[config.mk]
export PLATFORM = sky130hd
export DESIGN_NAME = stopwatch_bcd_source
export DESIGN_NICKNAME = d
export VERILOG_FILES = /design/src/rtl/stopwatch_bcd_source.sv
export SDC_FILE = /design/constraint.sdc
export NUM_CORES = 1
export LEC_CHECK = 0
export ABC_AREA = 0
export BUFFER_PORTS_ARGS = -buffer_cell sky130_fd_sc_hd__buf_2
export CELL_PAD_IN_SITES_DETAIL_PLACEMENT = 1
export CELL_PAD_IN_SITES_GLOBAL_PLACEMENT = 2
export CORE_ASPECT_RATIO = 0.6
export CORE_MARGIN = 1
export CORE_UTILIZATION = 41
export DETAILED_ROUTE_END_ITERATION = 7
export MAX_ROUTING_LAYER = met4
export PLACE_DENSITY = 0.8
export SYNTH_ARGS = -nofsm -noshare
export SYNTH_HDL_FRONTEND = slang
export SYNTH_SLANG_ARGS = --single-unit
[constraint.sdc]
create_clock -name clk -period 4.03 [get_ports clk]
set_input_delay 0.6045 -clock clk [delete_from_list [all_inputs] [get_ports clk]]
set_output_delay 0.6045 -clock clk [all_outputs]
set_load 0.02 [all_outputs]
[src/rtl/stopwatch_bcd_source.sv]
// stopwatch_bcd_source
//   Two-digit BCD stopwatch count source for a multiplexed seven-segment
//   driver. Two raw buttons are synchronized and debounced. Their rising
//   edges drive a start/pause/clear state machine. A prescaler turns clk
//   into count ticks while running.
//
// Parameters
//   TICK_DIV         clk cycles per count increment while running (>= 2)
//   DEBOUNCE_CYCLES  synchronized cycles a new button level must persist (>= 1)
//
// Ports
//   clk             system clock, rising edge
//   rst             synchronous, active-high reset
//   btn_start_stop  raw asynchronous button, active high
//   btn_clear       raw asynchronous button, active high
//   num[7:0]        registered packed BCD {tens, ones}, 00..99
//   running         registered, high while counting
//   wrap            registered one-cycle pulse when the count wraps 99 -> 00
module stopwatch_bcd_source #(
  parameter int unsigned TICK_DIV        = 5000000,
  parameter int unsigned DEBOUNCE_CYCLES = 250000
) (
  input  logic       clk,
  input  logic       rst,
  input  logic       btn_start_stop,
  input  logic       btn_clear,
  output logic [7:0] num,
  output logic       running,
  output logic       wrap
);

  localparam int unsigned PW = (TICK_DIV > 1) ? $clog2(TICK_DIV) : 1;
  localparam int unsigned DW = $clog2(DEBOUNCE_CYCLES + 1);
  localparam logic [PW-1:0] PRESC_LAST = PW'(TICK_DIV - 1);
  localparam logic [DW-1:0] DEB_LAST   = DW'(DEBOUNCE_CYCLES - 1);
  localparam int BTN_SS  = 0;
  localparam int BTN_CLR = 1;

  typedef enum logic [1:0] {
    S_IDLE  = 2'd0,
    S_RUN   = 2'd1,
    S_PAUSE = 2'd2
  } state_e;

  // Button front end: bit BTN_SS is start/stop, bit BTN_CLR is clear.
  logic [1:0]    btn_raw;
  logic [1:0]    sync1_q, sync1_d;
  logic [1:0]    sync2_q, sync2_d;
  logic [1:0]    level_q, level_d;
  logic [1:0]    level_dly_q, level_dly_d;
  logic [1:0]    press_q, press_d;
  logic [DW-1:0] deb_cnt_q [2];
  logic [DW-1:0] deb_cnt_d [2];

  // Stopwatch core.
  state_e        state_q, state_d;
  logic [PW-1:0] presc_q, presc_d;
  logic [7:0]    num_q, num_d;
  logic          running_q, running_d;
  logic          wrap_q, wrap_d;

  assign btn_raw = {btn_clear, btn_start_stop};

  always_comb begin
    // NOTE: every combinational output gets a default before any branch, so
    // no path leaves a signal unassigned and no latch is inferred.
    sync1_d     = btn_raw;
    sync2_d     = sync1_q;
    level_d     = level_q;
    level_dly_d = level_q;
    // Press fires the cycle after the debounced level first reads high.
    press_d     = level_q & ~level_dly_q;
    for (int i = 0; i < 2; i++) begin
      deb_cnt_d[i] = '0;
      if (sync2_q[i] != level_q[i]) begin
        if (deb_cnt_q[i] == DEB_LAST) begin
          level_d[i] = sync2_q[i];
        end else begin
          deb_cnt_d[i] = deb_cnt_q[i] + 1'b1;
        end
      end
    end
  end

  always_comb begin
    state_d = state_q;
    presc_d = presc_q;
    num_d   = num_q;
    wrap_d  = 1'b0;

    if (press_q[BTN_CLR]) begin
      // Clear overrides and swallows a simultaneous start/stop press.
      state_d = S_IDLE;
      presc_d = '0;
      num_d   = 8'h00;
    end else if (press_q[BTN_SS]) begin
      // A press suppresses any tick due on the same edge; pausing freezes
      // the prescaler so a resume finishes the partial interval.
      unique case (state_q)
        S_IDLE: begin
          state_d = S_RUN;
          presc_d = '0;
        end
        S_RUN:   state_d = S_PAUSE;
        S_PAUSE: state_d = S_RUN;
        default: state_d = S_IDLE;
      endcase
    end else if (state_q == S_RUN) begin
      if (presc_q == PRESC_LAST) begin
        presc_d = '0;
        if (num_q[3:0] < 4'd9) begin
          num_d[3:0] = num_q[3:0] + 4'd1;
        end else if (num_q[7:4] < 4'd9) begin
          num_d = {num_q[7:4] + 4'd1, 4'd0};
        end else begin
          num_d  = 8'h00;
          wrap_d = 1'b1;
        end
      end else begin
        presc_d = presc_q + 1'b1;
      end
    end

    running_d = (state_d == S_RUN);
  end

  // NOTE: sequential state uses non-blocking assignments only, so every flop
  // samples the pre-edge values of the others regardless of statement order.
  always_ff @(posedge clk) begin
    if (rst) begin
      sync1_q     <= '0;
      sync2_q     <= '0;
      level_q     <= '0;
      level_dly_q <= '0;
      press_q     <= '0;
      // NOTE: the two debounce counters are real control state, not storage,
      // so they are reset explicitly like any other flop.
      deb_cnt_q   <= '{default: '0};
      state_q     <= S_IDLE;
      presc_q     <= '0;
      num_q       <= 8'h00;
      running_q   <= 1'b0;
      wrap_q      <= 1'b0;
    end else begin
      sync1_q     <= sync1_d;
      sync2_q     <= sync2_d;
      level_q     <= level_d;
      level_dly_q <= level_dly_d;
      press_q     <= press_d;
      deb_cnt_q   <= deb_cnt_d;
      state_q     <= state_d;
      presc_q     <= presc_d;
      num_q       <= num_d;
      running_q   <= running_d;
      wrap_q      <= wrap_d;
    end
  end

  assign num     = num_q;
  assign running = running_q;
  assign wrap    = wrap_q;

endmodule
---- After elaboration in Yosys (flattened, before gate mapping) ----
Index checks and enable logic that the tools add are counted.
cells by class
  reduce and logical (&&, ||, !) cells .... 12
  bitwise logic cells ..................... 8
  equal/unequal tests ..................... 9
  order comparisons ....................... 2
  mux-type cells .......................... 10
  $add $sub $neg .......................... 5
operators by type and width
  kind                                                                     number
  23-bit two-way mux                                                       4
  18-bit by 1-bit adder with 18-bit output, second input constant          2
  18-bit equality test, second input constant                              2
  23-bit by 1-bit adder with 23-bit output, second input constant          1
  23-bit equality test, second input constant                              1
  4-bit by 1-bit adder with 4-bit output, second input constant            2
  4-bit < comparator, second input constant                                2
  8-bit two-way mux                                                        1
  1-bit inverter                                                           6
  2-bit AND reduction                                                      3
  3-bit OR reduction                                                       2
  6-bit OR reduction                                                       1
  2-bit by 1-bit equality test with 1-bit output, second input constant    2
  2-bit two-way mux                                                        2
  4-bit two-way mux                                                        1
  2-bit one-hot mux with 2 select lines                                    1
  4-bit AND reduction                                                      1
  2-bit OR reduction                                                       2
  3-bit AND reduction                                                      1
  2-bit AND                                                                1
  2-bit equality test, second input constant                               1
  2-bit zero test                                                          1
  1-bit inequality test                                                    2
  2-bit by 1-bit inequality test with 1-bit output, second input constant  1
  other kinds (3)                                                          3
word-level totals
  flip-flop bits (word level) ............. 81
  output and inout port bits .............. 10
  input bits .............................. 4
  word-level logic and storage cells ...... 60

---- Longest topological paths before layout ----
  word-level depth ........................ 6
  mapped depth ............................ 8
  gate-level depth less buffers ........... 7

---- Least setup slack after synthesis ----
Ideal clock, no wire load.
  path kind ............................... register -> register
  start point ............................. reg presc_q[10]
  end point ............................... reg num_q[6] (netlist: num[6])
  path slack .............................. 1.789 ns
  stages on the path, launching flop included .. 6
  arrival ................................. 2.109 ns
  library setup time ...................... 0.132 ns
  buffers on the path ..................... 0
  cells stage by stage .................... dfxtp_1 > or4b_1 > or4_4 > or4_4 > o21ai_1 > a21oi_1
on the way
  cells in the longest elaborated chain, start to end .. 2
ends and longest elaborated chain
  item                                  line  text
  from (decl)                           57    logic [PW-1:0] presc_q, presc_d;
  from (signal assigned)                152   presc_q <= presc_d;
  23-bit equality test                  109   if (presc_q == PRESC_LAST) begin
  4-bit AND reduction (no source line)  --
  to (signal assigned)                  153   num_q <= num_d;
  to (decl)                             58    logic [7:0] num_q, num_d;
No other way between the ends.
A chain may end at the register's enable or synchronous reset.

---- Final worst setup path ----
  start point ............................. reg presc_q[10]
  end point ............................... reg presc_q[8]
on the way
  cells in the longest elaborated chain, start to end .. 4
ends and longest elaborated chain
  item                  line  text
  23-bit equality test  109
  23-bit two-way mux    109
  23-bit two-way mux    108   end else if (state_q == S_RUN) begin
  23-bit two-way mux    96    end else if (press_q[BTN_SS]) begin
No other way between the ends. The select of a mux whose other input is x is not followed.

==> summary.json <==
{
  "outcome": {
    "run_status": "finished with violations",
    "violations": "design-rule violations"
  },
  "timing": {
    "setup_tns_ns": 0,
    "worst_pin_slew_ns": 0.714,
    "maxSlewViolCount": 0,
    "setup_viol": 0,
    "max_slew_margin_pct": 51.9,
    "clock_skew_ns": 0.00689,
    "final_critical_path_setup_slack_ns": 1.47,
    "period_minus_slack_ns": 2.56,
    "timing_hold_violations_final": 0,
    "max_freq_mhz": 391,
    "share_of_the_clock_period_used_by_the_worst_path_pct": 63.5,
    "grt_setup_unrepaired": "no"
  },
  "synthesis": {
    "yosys.area.top_type_share_pct": 43.8,
    "async_reset_ff_share_pct": 0,
    "top_cells_by_area_synth": "sky130_fd_sc_hd__dfxtp_1 44%, sky130_fd_sc_hd__nor2_1 6.3%, sky130_fd_sc_hd__xor2_1 5.0%",
    "distinct_cells_synth": 56,
    "yosys_warnings": 0,
    "dominantRegCellSynth": "sky130_fd_sc_hd__dfxtp_1",
    "synth-edff-count": 0,
    "synthMostInstantiatedCell": "sky130_fd_sc_hd__dfxtp_1",
    "synth_seq_area_share_pct": 43.8,
    "syn_nets": 443,
    "post_synth.cell_area_avg_um2": 8.58,
    "synth.cells.most_frequent": "81 x sky130_fd_sc_hd__dfxtp_1, 62 x sky130_fd_sc_hd__nor2_1, 36 x sky130_fd_sc_hd__nand2_1, 26 x sky130_fd_sc_hd__nand3_1, 21 x sky130_fd_sc_hd__xor2_1",
    "ys_ff_latch": 81,
    "leading_area_contributor_after_synthesis": "sky130_fd_sc_hd__dfxtp_1",
    "synthesis.instances": 432,
    "synth_area_mm2": 0.00371
  },
  "floorplan": {
    "die_w_um": 125,
    "die-area_mm2": 0.00944,
    "floorplan.initialDensity_pct": 42.8,
    "core_area_mm2": 0.00865,
    "std_cell_rows": 26,
    "die-height_um": 75.6,
    "design.portCount": 14
  },
  "power_and_ir_drop": {
    "p_per_area_mw_per_mm2": 413,
    "report.power.total_mw": 1.73,
    "worst_ir_drop_vdd_uv": 209,
    "total_leakage_power_nw": 1.42
  },
  "clocking": {
    "clock_tree.htree_level_count": 3,
    "post-cts-setup-buffers": 0,
    "tritoncts": "done",
    "insertion_delay_ns": 0.34,
    "ctsRootBufferMaster": "sky130_fd_sc_hd__clkbuf_16",
    "clock-sinks": 81,
    "cts_resized": 0,
    "cts_hold_buffers": 0,
    "cts_made_buffers": 9,
    "clkSlewWorstSetupHoldPaths_ns": 0.06,
    "cts-root-to-sink-buffers": 2
  },
  "place": {
    "place.port_buffers": 13,
    "dp_slack_ns": 1.57,
    "globalplace.congestion": 0.752,
    "detailedPlacementHpwl_um": 6080
  },
  "cells_and_area": {
    "final_core_util_pct": 48.5,
    "nets": 454,
    "diodes": 0,
    "drive_gt1_share_pct": 10.0,
    "area_overhead_of_the_layout_relative_to_synthesis_pct": 13.1,
    "fillers": 1038
  },
  "setup_path": {
    "crit_path_cell_trace": "or4b_1, nor4_1, a21oi_1, and4_1, a311o_1",
    "worst-endpoint-arrival_ns": 2.78,
    "timing.critical_path.from_type": "flip-flop",
    "critPathMaxFanout": 7,
    "timing.critical_path.required_ns": 4.25,
    "cp_slowest_cell": "sky130_fd_sc_hd__nor4_1",
    "criticalPathCategory": "reg -> reg",
    "end_kind": "flip-flop",
    "timing.critical_path.slowest_cell_delay_ns": 0.63
  },
  "global_routing": {
    "globalRouteTotalUtil_pct": 21.1,
    "first_global_vias": 2854,
    "number_of_antenna_violations_at_the_first_check_in_global_routing": 0,
    "globalRoute.totalOverflow": 0,
    "grt_first_pass_wirelength_um": 14800,
    "grt_max_degree": 32
  },
  "route": {
    "wire_per_inst_um": 15.8,
    "wl_um": 8830,
    "drt-initial-drc-count": 162,
    "number_of_iterations_in_the_first_detailed_routing_pass": 6,
    "routed-via-count": 3048,
    "detail_route.drc_violations": 4,
    "viasPerCell": 5.44,
    "route.antenna.remaining_nets": 0
  },
  "hold_path": {
    "holdCritPathClass": "reg -> reg"
  },
  "job": {
    "max-cap-violations": 0
  }
}
==> final timing paths <==
check / startpoint / endpoint / slack [ns] / cells past startpoint
hold / removal: level_dly_q[0]$_SDFF_PP0_ / press_q[0]$_SDFF_PP0_ / 0.40 / 1
setup / recovery: presc_q[10]$_SDFFE_PP0P_ / presc_q[8]$_SDFFE_PP0P_ / 1.47 / 5
hold reg to reg: level_dly_q[0]$_SDFF_PP0_ / press_q[0]$_SDFF_PP0_ / 0.40 / 1
setup reg to reg: presc_q[10]$_SDFFE_PP0P_ / presc_q[8]$_SDFFE_PP0P_ / 1.47 / 5
==> cell families (layout without fill, tap and decap cells) <==
logic type | count (synthesis) | in the layout | synth area share, %
XOR/XNOR | 35 | 35 | 8.27
buffers and inverters | 30 | 46 | 3.27
flip-flops | 81 | 81 | 43.8
adder cells (fa/ha/maj) | 7 | 7 | 2.36
multiplexers | 6 | 6 | 1.62
AND/OR/NAND/NOR | 209 | 209 | 29.7
AO/OA/AOI/OAI | 64 | 64 | 11.0
==> per-layer routing <==
metal	up-vias	global-route usage, %	share of wire [%]
li1	1549	-	-
met3	12	5.69	4.4
met1	1435	29.6	56
met4	0	6.45	1.2
met5	-	-	0
met2	52	29.3	38
==> where the power goes <==
part           internal [mW]  switching [mW]
sequential             0.804         0.00270
combinational        0.00705          0.0181
clock                  0.574           0.327
==> registers in the layout (all words and copies together), names as in the netlist <==
| signal | flops |
|---|---|
| presc_q | 23 |
| wrap | 1 |
| state_q | 2 |
| level_dly_q | 2 |
| level_dly_d | 2 |
| running | 1 |
| sync1_q | 2 |
| press_q | 2 |
| deb_cnt_q | 36 |
| num | 8 |
| sync2_q | 2 |
==> layout by cell type (no fill, tap or decap), drive strengths merged, types with 2 or more instances in the layout <==
| cell type | Yosys | routed |
|---|---|---|
| a21oi | 18 | 18 |
| nand2 | 36 | 36 |
| nand3 | 26 | 26 |
| dfxtp | 81 | 81 |
| a41oi | 3 | 3 |
| or3 | 3 | 3 |
| or2 | 3 | 3 |
| o21ai | 12 | 12 |
| xor2 | 21 | 21 |
| clkinv | 0 | 2 |
| nor4 | 7 | 7 |
| and2 | 2 | 2 |
| ha | 7 | 7 |
| a211o | 2 | 2 |
| inv | 16 | 16 |
| nand4 | 13 | 13 |
| nor3 | 8 | 8 |
| nor2b | 8 | 8 |
| nand2b | 5 | 5 |
| buf | 2 | 14 |
| nand3b | 5 | 5 |
| clkbuf | 12 | 11 |
| nor2 | 63 | 63 |
| a311o | 2 | 2 |
| and4 | 7 | 7 |
| or4 | 2 | 2 |
| a21boi | 2 | 2 |
| a21o | 2 | 2 |
| nor4b | 2 | 2 |
| and3 | 11 | 11 |
| bufinv | 0 | 2 |
| mux2i | 6 | 6 |
| xnor2 | 14 | 14 |
| a31oi | 14 | 14 |
==> through the flow <==
stage	hold slack [ns]	std cells	area, µm²
2_1_floorplan	0.367	432	3710
3_3_place_gp	0.374	544	3860
3_5_place_dp	0.394	544	3860
4_1_cts	0.401	560	4190
5_1_grt	0.421	560	4190
6_report	0.396	560	4190
==> worst max-delay path, delay by kind of cell (launching register included) <==
kind / cells / cell delay, ns
flip-flops: 1 / 0.35
AND/OR/NAND/NOR: 3 / 1.52
AO/OA/AOI/OAI: 2 / 0.58
==> cell type report <==
| type | count | area [µm²] | share of cell area [%] |
|---|---|---|---|
| clock buffer | 11 | 253 | 6.03 |
| clock inverter | 5 | 77.6 | 1.85 |
| inverter | 16 | 60.1 | 1.43 |
| multi-input combinational | 321 | 1970 | 46.9 |
| sequential | 81 | 1620 | 38.7 |
| tap | 112 | 140 | 3.34 |
| timing repair buffer | 14 | 72.6 | 1.73 |
Power figures use the tool's default switching activity.
